<file path="src/rtl/exposure_readout_sequencer_pkg.sv">
// exposure_readout_sequencer_pkg: shared state encoding and default widths
package exposure_readout_sequencer_pkg;
    localparam int EXP_W_DEF  = 24;
    localparam int ROW_W_DEF  = 10;
    localparam int RCYC_W_DEF = 16;
    typedef enum logic [2:0] {S_IDLE, S_EXPOSE, S_READ, S_WAIT, S_DONE} state_t;
endpackage

</file>
<file path="src/rtl/exposure_readout_sequencer_if.sv">
// exposure_readout_sequencer_if: trigger handshake, frame configuration and row readout signals
interface exposure_readout_sequencer_if
    import exposure_readout_sequencer_pkg::*;
#(
    parameter int EXP_W  = EXP_W_DEF,
    parameter int ROW_W  = ROW_W_DEF,
    parameter int RCYC_W = RCYC_W_DEF
);
    logic              exp_trigger;
    logic [EXP_W-1:0]  exp_cycles;
    logic [ROW_W-1:0]  n_rows;
    logic [RCYC_W-1:0] row_cycles;
    logic              fifo_full;
    logic              exposing;
    logic              ext_trig_out;
    logic              re_busy;
    logic              row_valid;
    logic [ROW_W-1:0]  row_addr;
    logic              frame_done;
    logic [15:0]       frame_cnt;
    modport master (
        output exp_trigger, exp_cycles, n_rows, row_cycles, fifo_full,
        input  exposing, ext_trig_out, re_busy, row_valid, row_addr, frame_done, frame_cnt
    );
    modport slave (
        input  exp_trigger, exp_cycles, n_rows, row_cycles, fifo_full,
        output exposing, ext_trig_out, re_busy, row_valid, row_addr, frame_done, frame_cnt
    );
endinterface

</file>
<file path="src/rtl/exposure_readout_sequencer_cycle_down_timer.sv">
// cycle_down_timer: loadable down-counter flagging the final cycle of a loaded interval
module cycle_down_timer #(
    parameter int W = 16
) (
    input  logic         clk,
    input  logic         rst,
    input  logic         load_i,
    input  logic [W-1:0] val_i,
    output logic         done_o
);
    logic [W-1:0] cnt_q;
    always_ff @(posedge clk or posedge rst) begin
        if (rst) cnt_q <= '0;
        else if (load_i) cnt_q <= val_i;
        else if (cnt_q != '0) cnt_q <= cnt_q - W'(1);
    end
    assign done_o = cnt_q == W'(1);
endmodule

</file>
<file path="src/rtl/exposure_readout_sequencer.sv">
// exposure_readout_sequencer: exposure trigger responder that times exposure and sequences row readout
// Define FRAME_CNT_EN to build the frame counter; otherwise frame_cnt is tied to zero.
module exposure_readout_sequencer
    import exposure_readout_sequencer_pkg::*;
#(
    parameter int EXP_W  = EXP_W_DEF,
    parameter int ROW_W  = ROW_W_DEF,
    parameter int RCYC_W = RCYC_W_DEF
) (
    input logic clk,
    input logic rst,
    exposure_readout_sequencer_if.slave bus_if
);
    state_t            state_q;
    logic              armed_q, exposing_q, ext_trig_q, re_busy_q, row_valid_q, frame_done_q;
    logic [ROW_W-1:0]  rows_left_q, row_addr_q;
    logic [RCYC_W-1:0] row_cyc_q;
    logic              accept, exp_done, row_done, last_row, start_row;

    assign accept    = (state_q == S_IDLE) && armed_q && !bus_if.exp_trigger;
    // rows_left_q counts rows not yet started, so zero inside a row marks the last one
    assign last_row  = rows_left_q == '0;
    assign start_row = (state_q == S_EXPOSE && exp_done && !last_row) ||
                       (state_q == S_READ && row_done && !last_row && !bus_if.fifo_full) ||
                       (state_q == S_WAIT && !bus_if.fifo_full);

    cycle_down_timer #(.W(EXP_W)) u_exp_timer (
        .clk    (clk),
        .rst    (rst),
        .load_i (accept),
        .val_i  (bus_if.exp_cycles == '0 ? EXP_W'(1) : bus_if.exp_cycles),
        .done_o (exp_done)
    );

    cycle_down_timer #(.W(RCYC_W)) u_row_timer (
        .clk    (clk),
        .rst    (rst),
        .load_i (start_row),
        .val_i  (row_cyc_q == '0 ? RCYC_W'(1) : row_cyc_q),
        .done_o (row_done)
    );

    always_ff @(posedge clk or posedge rst) begin
        if (rst) begin
            state_q      <= S_IDLE;
            armed_q      <= 1'b0;
            exposing_q   <= 1'b0;
            ext_trig_q   <= 1'b0;
            re_busy_q    <= 1'b0;
            row_valid_q  <= 1'b0;
            frame_done_q <= 1'b0;
            rows_left_q  <= '0;
            row_addr_q   <= '0;
            row_cyc_q    <= '0;
        end else begin
            ext_trig_q   <= accept;
            row_valid_q  <= start_row;
            frame_done_q <= 1'b0;
            if (start_row) begin
                rows_left_q <= rows_left_q - ROW_W'(1);
                row_addr_q  <= (state_q == S_EXPOSE) ? '0 : row_addr_q + ROW_W'(1);
            end
            case (state_q)
                S_IDLE: begin
                    // A low trigger either consumes the arm (accept) or was never armed
                    armed_q <= bus_if.exp_trigger;
                    if (accept) begin
                        rows_left_q <= bus_if.n_rows;
                        row_cyc_q   <= bus_if.row_cycles;
                        exposing_q  <= 1'b1;
                        state_q     <= S_EXPOSE;
                    end
                end
                S_EXPOSE: if (exp_done) begin
                    exposing_q   <= 1'b0;
                    re_busy_q    <= 1'b1;
                    frame_done_q <= last_row;
                    state_q      <= last_row ? S_DONE : S_READ;
                end
                S_READ: if (row_done) begin
                    frame_done_q <= last_row;
                    state_q      <= last_row ? S_DONE : (bus_if.fifo_full ? S_WAIT : S_READ);
                end
                S_WAIT: if (!bus_if.fifo_full) state_q <= S_READ;
                S_DONE: begin
                    re_busy_q  <= 1'b0;
                    row_addr_q <= '0;
                    state_q    <= S_IDLE;
                end
                default: state_q <= S_IDLE;
            endcase
        end
    end

    assign bus_if.exposing     = exposing_q;
    assign bus_if.ext_trig_out = ext_trig_q;
    assign bus_if.re_busy      = re_busy_q;
    assign bus_if.row_valid    = row_valid_q;
    assign bus_if.row_addr     = row_addr_q;
    assign bus_if.frame_done   = frame_done_q;

`ifdef FRAME_CNT_EN
    logic [15:0] frame_cnt_q;
    always_ff @(posedge clk or posedge rst) begin
        if (rst) frame_cnt_q <= '0;
        else if (frame_done_q) frame_cnt_q <= frame_cnt_q + 16'd1;
    end
    assign bus_if.frame_cnt = frame_cnt_q;
`else
    assign bus_if.frame_cnt = 16'd0;
`endif
endmodule

</file>
<file path="src/flat_wrapper.sv">
// flat-port wrapper written by rule: the top's interface ports become plain ports
module exposure_readout_sequencer_flat import exposure_readout_sequencer_pkg::*;
#(
    parameter int EXP_W  = EXP_W_DEF,
    parameter int ROW_W  = ROW_W_DEF,
    parameter int RCYC_W = RCYC_W_DEF
)
  (clk, rst, bus_if_exp_trigger, bus_if_exp_cycles, bus_if_n_rows, bus_if_row_cycles, bus_if_fifo_full, bus_if_exposing, bus_if_ext_trig_out, bus_if_re_busy, bus_if_row_valid, bus_if_row_addr, bus_if_frame_done, bus_if_frame_cnt);
  exposure_readout_sequencer_if #(.EXP_W(EXP_W), .ROW_W(ROW_W), .RCYC_W(RCYC_W)) bus_if_i ();
  input logic clk;
  input logic rst;
  input wire logic [$bits(bus_if_i.exp_trigger)-1:0] bus_if_exp_trigger;
  input wire logic [$bits(bus_if_i.exp_cycles)-1:0] bus_if_exp_cycles;
  input wire logic [$bits(bus_if_i.n_rows)-1:0] bus_if_n_rows;
  input wire logic [$bits(bus_if_i.row_cycles)-1:0] bus_if_row_cycles;
  input wire logic [$bits(bus_if_i.fifo_full)-1:0] bus_if_fifo_full;
  output wire logic [$bits(bus_if_i.exposing)-1:0] bus_if_exposing;
  output wire logic [$bits(bus_if_i.ext_trig_out)-1:0] bus_if_ext_trig_out;
  output wire logic [$bits(bus_if_i.re_busy)-1:0] bus_if_re_busy;
  output wire logic [$bits(bus_if_i.row_valid)-1:0] bus_if_row_valid;
  output wire logic [$bits(bus_if_i.row_addr)-1:0] bus_if_row_addr;
  output wire logic [$bits(bus_if_i.frame_done)-1:0] bus_if_frame_done;
  output wire logic [$bits(bus_if_i.frame_cnt)-1:0] bus_if_frame_cnt;
  assign bus_if_i.exp_trigger = bus_if_exp_trigger;
  assign bus_if_i.exp_cycles = bus_if_exp_cycles;
  assign bus_if_i.n_rows = bus_if_n_rows;
  assign bus_if_i.row_cycles = bus_if_row_cycles;
  assign bus_if_i.fifo_full = bus_if_fifo_full;
  assign bus_if_exposing = bus_if_i.exposing;
  assign bus_if_ext_trig_out = bus_if_i.ext_trig_out;
  assign bus_if_re_busy = bus_if_i.re_busy;
  assign bus_if_row_valid = bus_if_i.row_valid;
  assign bus_if_row_addr = bus_if_i.row_addr;
  assign bus_if_frame_done = bus_if_i.frame_done;
  assign bus_if_frame_cnt = bus_if_i.frame_cnt;
  exposure_readout_sequencer #(.EXP_W(EXP_W), .ROW_W(ROW_W), .RCYC_W(RCYC_W)) u_core (.clk(clk), .rst(rst), .bus_if(bus_if_i));
endmodule
</file>
<file path="config.mk">
export PLATFORM = sky130hd
export DESIGN_NAME = exposure_readout_sequencer_flat
export DESIGN_NICKNAME = d
export VERILOG_FILES = /design/src/rtl/exposure_readout_sequencer_pkg.sv /design/src/rtl/exposure_readout_sequencer_if.sv /design/src/rtl/exposure_readout_sequencer_cycle_down_timer.sv /design/src/rtl/exposure_readout_sequencer.sv /design/src/flat_wrapper.sv
export SDC_FILE = /design/constraint.sdc
export NUM_CORES = 1
export LEC_CHECK = 0
export ABC_CLOCK_PERIOD_IN_PS = 2800
export BUFFER_PORTS_ARGS = -buffer_cell sky130_fd_sc_hd__buf_4
export CAP_MARGIN = 20
export CORE_MARGIN = 2
export CORE_UTILIZATION = 45
export DETAILED_ROUTE_END_ITERATION = 8
export MAX_ROUTING_LAYER = met4
export PLACE_DENSITY = 0.65
export SETUP_SLACK_MARGIN = 0.4
export SLEW_MARGIN = 20
export SYNTH_ARGS = -nofsm -noshare
export SYNTH_HDL_FRONTEND = slang
export SYNTH_SLANG_ARGS = --single-unit
</file>
<file path="constraint.sdc">
create_clock -name clk -period 2.8 [get_ports clk]
set_input_delay 0.14 -clock clk [delete_from_list [all_inputs] [get_ports clk]]
set_output_delay 0.14 -clock clk [all_outputs]
set_load 0.01 [all_outputs]
</file>
==> results of run 1 <==
synthesized netlist by cell type, types with 10 or more instances:
cell        n  area share
a21oi_1    13       0.013
buf_4      16       0.025
clkbuf_1   18       0.014
dfrtp_1    85        0.44
inv_1      15       0.012
nand2_1   107       0.083
nand3_1    14       0.014
nor2_1     43       0.033
nor3_1     29       0.030
nor4_1     19       0.025
o21ai_0    27       0.028
o31ai_1    20       0.031
or4_1      10       0.016
xnor2_1    19       0.034
xor2_1     11       0.020
cell usage in the layout (no fill, tap or decap), types with 4 or more instances in the layout:
cell type,synthesis,routed
a211oi_1,6,5
a21o_1,5,5
a21oi_1,13,12
a31oi_1,6,6
and3_1,5,5
buf_4,16,99
clkbuf_8,0,9
conb_1,1,16
dfrtp_1,85,83
dlygate4sd3_1,0,34
ha_1,8,7
inv_1,15,13
mux2i_1,7,7
nand2_1,107,106
nand3_1,14,14
nand4_1,4,4
nor2_1,43,42
nor3_1,29,26
nor4_1,19,17
o21ai_0,27,24
o21ai_1,3,5
o31ai_1,20,18
or3_1,6,5
or4_1,10,6
or4_4,0,4
xnor2_1,19,19
xor2_1,11,11
registers in the layout, summed over array words and instances, names as in the netlist, 3 cells and up:
| register | flops |
|---|---|
| u_core.u_exp_timer.cnt_q | 24 |
| u_core.row_cyc_q | 16 |
| u_core.u_row_timer.cnt_q | 16 |
| u_core.bus_if.row_addr | 10 |
| u_core.rows_left_q | 10 |
| u_core.state_q | 3 |
cell families after synthesis:
logic type | Yosys count | synth area share
flops | 85 | 0.440
compound gates | 100 | 0.137
mux | 10 | 0.0215
buf+inv | 55 | 0.0561
xor+xnor | 30 | 0.0543
fa+ha+maj | 8 | 0.0207
other cells | 1 | 0.000775
simple gates | 264 | 0.270
worst max path at each step:
stage	to	slack (ns)	cells past startpoint
after floorplan	u_core.u_exp_timer.cnt_q[19]	0.41	7
after global routing	u_core.u_exp_timer.cnt_q[19]	0.36	6
after detailed placement	u_core.u_exp_timer.cnt_q[19]	0.23	6
after CTS	u_core.u_exp_timer.cnt_q[19]	0.34	6
after global placement	u_core.u_exp_timer.cnt_q[19]	0.30	6
final	u_core.u_exp_timer.cnt_q[19]	0.40	6
through the flow:
| stage | power, mW | setup WS (ns) |
|---|---|---|
| after floorplan | 1.30 | 0.407 |
| after global placement | 1.36 | 0.304 |
| after detailed placement | 1.36 | 0.228 |
| after CTS | 2.40 | 0.336 |
| after global routing | 2.48 | 0.361 |
| final | 2.39 | 0.403 |
per-layer routing:
layer	wire length [um]	global-route usage	up-vias
li1	-	-	2190
met1	5880	0.326	2174
met5	0	-	-
met3	698	0.0454	16
met2	6140	0.351	152
met4	174	0.0614	0
worst min-delay path: cells and delay by family:
kind                   cells  cell delay [ns]
buffers and inverters      1             0.08
AO/OA/AOI/OAI              1             0.06
AND/OR/NAND/NOR            1             0.05
area by class of cell:
class                   instances  area, um2
clock buffers                   9        124
repair buffers                139       1210
flip-flops and latches         85       2130
well taps                     136        170
multi-input cells             428       2640
inverters                      16       63.8
fillers                       876       3930
clock inverters                 7        103
power by group through the flow:
stage                     clock, mW  sequential (mW)  combinational [mW]
final                          1.02             1.23               0.146
after global routing           1.09             1.23               0.161
after CTS                      1.03             1.23               0.144
after detailed placement          0             1.25               0.108
after global placement            0             1.25               0.107
after floorplan                   0             1.25              0.0474
repair_timing:
item                                   in CTS  in global routing
gates cloned                                2                  0
setup buffers                              11                  3
pin swaps                                   8                 11
endpoints found under the hold margin      74                  1
setup endpoints to repair                  38                 43
hold buffers                               33                  1
resized for setup                          16                 19
==> impl_metrics.json, run 1 <==
{
  "dp.cells": 754,
  "intPower_mw": 1.83,
  "arrival_ns": 2.66,
  "die_area_mm2": 0.0116,
  "grt_max_degree": 44,
  "worstPathCellList": "or4_4 -> or4_4 -> or3_4 -> nor4_4 -> mux2i_1 -> o21ai_2",
  "hold_depth": 3,
  "drive_gt1_frac": 0.237,
  "crit_fanout": 4,
  "placed_area_mm2": 0.00557,
  "end_kind": "flip-flop",
  "wl_per_cell_um": 15.7,
  "outcome": "finished clean",
  "timing.setup.tns_ns": 0,
  "worstHoldPathType": "in -> reg",
  "nNetsFinal": 741,
  "tightest_slew_ns": 0.770,
  "maxSlewViolCount": 0,
  "grt-ovfl-total": 0,
  "rows": 37,
  "drt_pass1_iterations": 5,
  "grt_pass1_vias": 4214,
  "io_pins": 85,
  "fin_worst_skew_ns": 0.0120,
  "power.density_mw_per_mm2": 371,
  "power_leakage_nw": 2.70,
  "drt_wl_total_um": 12900,
  "hp-start": "bus_if_exp_cycles[10]",
  "finish.instance_area_mm2": 0.00644,
  "cts_buffer_depth": 2,
  "ir_drop_uv": 242,
  "drt_iter0_drc": 377,
  "hold_ws_ns": 0.00962,
  "viasPerCell": 5.53,
  "cts-htree-levels": 3,
  "ys_seq_elements": 85,
  "grt_pass1_wl_um": 20900,
  "setup_viol": 0,
  "yosys_warnings": 0,
  "max_stage_delay_ns": 0.54,
  "synth_cell_types": 60,
  "post-route-drc-count": 0,
  "stdcell_count": 820,
  "synth.avg_cell_area_um2": 8.75,
  "critPathLaunch": "u_core.u_exp_timer.cnt_q[4]",
  "criticalPathCategory": "reg -> reg",
  "fmaxAchievable_ghz": 0.417,
  "period_share": 0.856,
  "startpoint_type": "flip-flop",
  "slowest_stage": "or4_4",
  "final_util": 0.621,
  "ant_nets": 0,
  "antenna_found_initial": 0,
  "crit_buf_inv": 0,
  "max_slew_margin": 0.486,
  "clk_latency_ns": 0.36,
  "worstReg2RegStart": "u_core.u_exp_timer.cnt_q[4]",
  "grt_usage": 0.234,
  "cap_viol_max_count": 0,
  "core-area_mm2": 0.0104,
  "gp_congestion": 0.905,
  "critical-path-top-delay-family": "simple AND/OR/NAND/NOR gates",
  "p_sw_uw": 563,
  "cts-buffers-inserted": 9,
  "hold_viol": 0,
  "reg2reg_setup_slack_ns": 0.40,
  "grt_setup_unrepaired": "yes",
  "antenna_cells": 0,
  "dpl.hpwl_um": 8660,
  "crit_required_ns": 3.06,
  "synth_area_mm2": 0.00484,
  "swShare": 0.235,
  "vias": 4532,
  "yosysSeqAreaShare": 0.440,
  "synth_flop_cell": "dfrtp_1",
  "syn2layout_area_growth_pct": 33.1,
  "holdPathEnd": "u_core.u_exp_timer.cnt_q[10]",
  "fin_crit_ns": 2.40,
  "worstReg2RegEnd": "u_core.u_exp_timer.cnt_q[19]",
  "cts_tree": "done",
  "clockPowerShare": 0.426,
  "cp_common_cell": "or4_4",
  "synth_enable_flop_cells": 0,
  "pwr-share-seq": 0.513,
  "io_buffers": 68,
  "clock_sinks": 85,
  "start_util": 0.466,
  "die_h_um": 108,
  "ff2ff_path_depth": 6,
  "comb_power_share": 0.061,
  "cts_root_buf": "clkbuf_8",
  "clkTransAtPathRegs_ns": 0.10,
  "synthCells": 553,
  "die_w_um": 108,
  "async_reset_ff_frac": 1.00
}
Power figures use the tool's default switching activity.
==> run 2: changes to the inputs <==
- CORE_MARGIN: 2 -> 3
==> run 2 against run 1 <==
Register-to-register slack is essentially flat. Design area shrank 1.4%. Sequential power barely moved. First-iteration DRC count decreased by 22%. Utilization is 0.84 points lower. Clock power fell by 12%. Combinational power about the same. Sequential share of layout area up 0.44 points. Critical path depth is the same. Hold slack lost 0.0047 ns. Wire length increased by 1.7%. Largest power group unchanged. Setup slack got worse by 0.0015 ns.
==> impl_metrics.json, run 2 (synthesis gave the netlist of run 1 again) <==
{
  "wl_per_cell_um": 16.0,
  "seqCellArea_mm2": 0.00213,
  "cts_buffer_depth": 2,
  "setup_viol": 0,
  "period_share": 0.857,
  "grt_max_degree": 49,
  "clk_latency_ns": 0.37,
  "reg_top3": "u_core.u_exp_timer.cnt_q (24), u_core.row_cyc_q (16), u_core.u_row_timer.cnt_q (16)",
  "fmaxAchievable_ghz": 0.417,
  "worstHoldPathType": "in -> reg",
  "multi_input_comb_area_mm2": 0.00265,
  "stdcell_count": 818,
  "ir_drop_uv": 251,
  "maxSlewViolCount": 0,
  "post-route-drc-count": 0,
  "timing.setup.tns_ns": 0,
  "largest_reg_flops": 24,
  "power_leakage_nw": 2.66,
  "layout_common_cells": "nand2_1, buf_4, dfrtp_1",
  "criticalPathCategory": "reg -> reg",
  "power.density_mw_per_mm2": 358,
  "fin_worst_skew_ns": 0.00876,
  "pwr-share-seq": 0.540,
  "fin_crit_ns": 2.40,
  "antenna_cells": 0,
  "io_pins": 85,
  "io_buffers": 68,
  "grt-ovfl-total": 0,
  "drive_gt1_frac": 0.230,
  "viasPerCell": 5.51,
  "ant_nets": 0,
  "vias": 4509,
  "swShare": 0.240,
  "outcome": "finished clean",
  "grt_pass1_vias": 4490,
  "startpoint_type": "flip-flop",
  "dp.cells": 755,
  "drt_pass1_iterations": 5,
  "end_kind": "flip-flop",
  "max_slew_margin": 0.530,
  "start_util": 0.466,
  "grt_pass1_wl_um": 21800,
  "hold_viol": 0,
  "arrival_ns": 2.64,
  "largest_register": "u_core.u_exp_timer.cnt_q",
  "grt_usage": 0.239,
  "comb_power_share": 0.063,
  "cts_tree": "done",
  "drt_wl_total_um": 13100,
  "p_sw_uw": 546,
  "die_w_um": 110,
  "crit_required_ns": 3.04,
  "crit_fanout": 5,
  "cts-buffers-inserted": 9,
  "tightest_slew_ns": 0.704,
  "rows": 37,
  "antenna_found_initial": 0,
  "cts_root_buf": "clkbuf_8",
  "nNetsFinal": 739,
  "layout_commonest_cell": "nand2_1",
  "fillers": 900,
  "drt_iter0_drc": 293,
  "cts-htree-levels": 3,
  "clock_sinks": 85,
  "die_h_um": 110,
  "intPower_mw": 1.73,
  "core-area_mm2": 0.0104,
  "clockPowerShare": 0.397,
  "dpl.hpwl_um": 8880,
  "clkTransAtPathRegs_ns": 0.09,
  "cap_viol_max_count": 0,
  "grt_setup_unrepaired": "yes",
  "syn2layout_area_growth_pct": 31.3,
  "gp_congestion": 0.842,
  "die_area_mm2": 0.0120
}
-- run 2: power groups by stage --
stage | clock, mW | combinational [mW] | sequential (mW)
floorplan | 0 | 0.0474 | 1.25
global placement | 0 | 0.106 | 1.25
detailed placement | 0 | 0.108 | 1.25
finish | 0.902 | 0.144 | 1.23
CTS | 0.922 | 0.144 | 1.23
global route | 0.984 | 0.160 | 1.23
-- run 2: what timing repair did --
| item | in CTS | in global routing |
|---|---|---|
| gates cloned | 2 | 0 |
| pin swaps | 10 | 7 |
| setup endpoints to repair | 39 | 46 |
| hold endpoints to repair | 69 | 0 |
| setup buffers | 9 | 3 |
| hold buffers | 33 | 0 |
| resized for setup | 17 | 20 |
-- run 2: metal layers --
| layer | GRT usage | routed length (um) | up-vias | part of all wire |
|---|---|---|---|---|
| met3 | 0.0288 | 639 | 29 | 0.049 |
| met4 | 0.103 | 336 | 0 | 0.026 |
| met5 | - | 0 | - | 0 |
| li1 | - | - | 2188 | - |
| met2 | 0.354 | 6070 | 149 | 0.46 |
| met1 | 0.331 | 6060 | 2143 | 0.46 |
-- run 2: final timing paths --
check	startpoint	end	slack [ns]	cells past startpoint
max in group asynchronous	rst	u_core.u_exp_timer.cnt_q[0]	1.70	4
setup reg to reg	u_core.u_exp_timer.cnt_q[4]	u_core.u_exp_timer.cnt_q[21]	0.40	6
min in group asynchronous	rst	u_core.bus_if.row_addr[0]	0.41	3
hold / removal	bus_if_exp_cycles[10]	u_core.u_exp_timer.cnt_q[10]	0.005	3
hold reg to reg	u_core.bus_if.re_busy	u_core.bus_if.re_busy	0.50	1
setup / recovery	u_core.u_exp_timer.cnt_q[4]	u_core.u_exp_timer.cnt_q[21]	0.40	6
-- run 2: layout make-up --
class | instances | area share
multi-input cells | 429 | 0.418
flip-flops and latches | 85 | 0.335
repair buffers | 135 | 0.178
well taps | 136 | 0.0268
clock buffers | 9 | 0.0195
clock inverters | 7 | 0.0118
inverters | 16 | 0.0104
repair inverters | 1 | 0.000985
-- run 2: critical path, stage by stage (launching register included) --
cell and delay, ns:
dfrtp_1 0.39, or4_4 0.54, or4_4 0.46, or3_4 0.40
nor4_4 0.17, mux2i_1 0.23, a21oi_1 0.08
-- run 2: metrics by stage --
| step | utilization | setup WS (ns) | hold slack [ns] | area, um2 | power [mW] |
|---|---|---|---|---|---|
| after global placement | 0.538 | 0.222 | 0.272 | 5580 | 1.36 |
| after global routing | 0.613 | 0.315 | 0.00490 | 6350 | 2.37 |
| after CTS | 0.603 | 0.374 | 0.00258 | 6260 | 2.29 |
| after floorplan | - | 0.407 | 0.245 | 4920 | 1.30 |
| final | 0.613 | 0.402 | 0.00495 | 6350 | 2.27 |
| after detailed placement | 0.538 | 0.129 | 0.278 | 5580 | 1.36 |
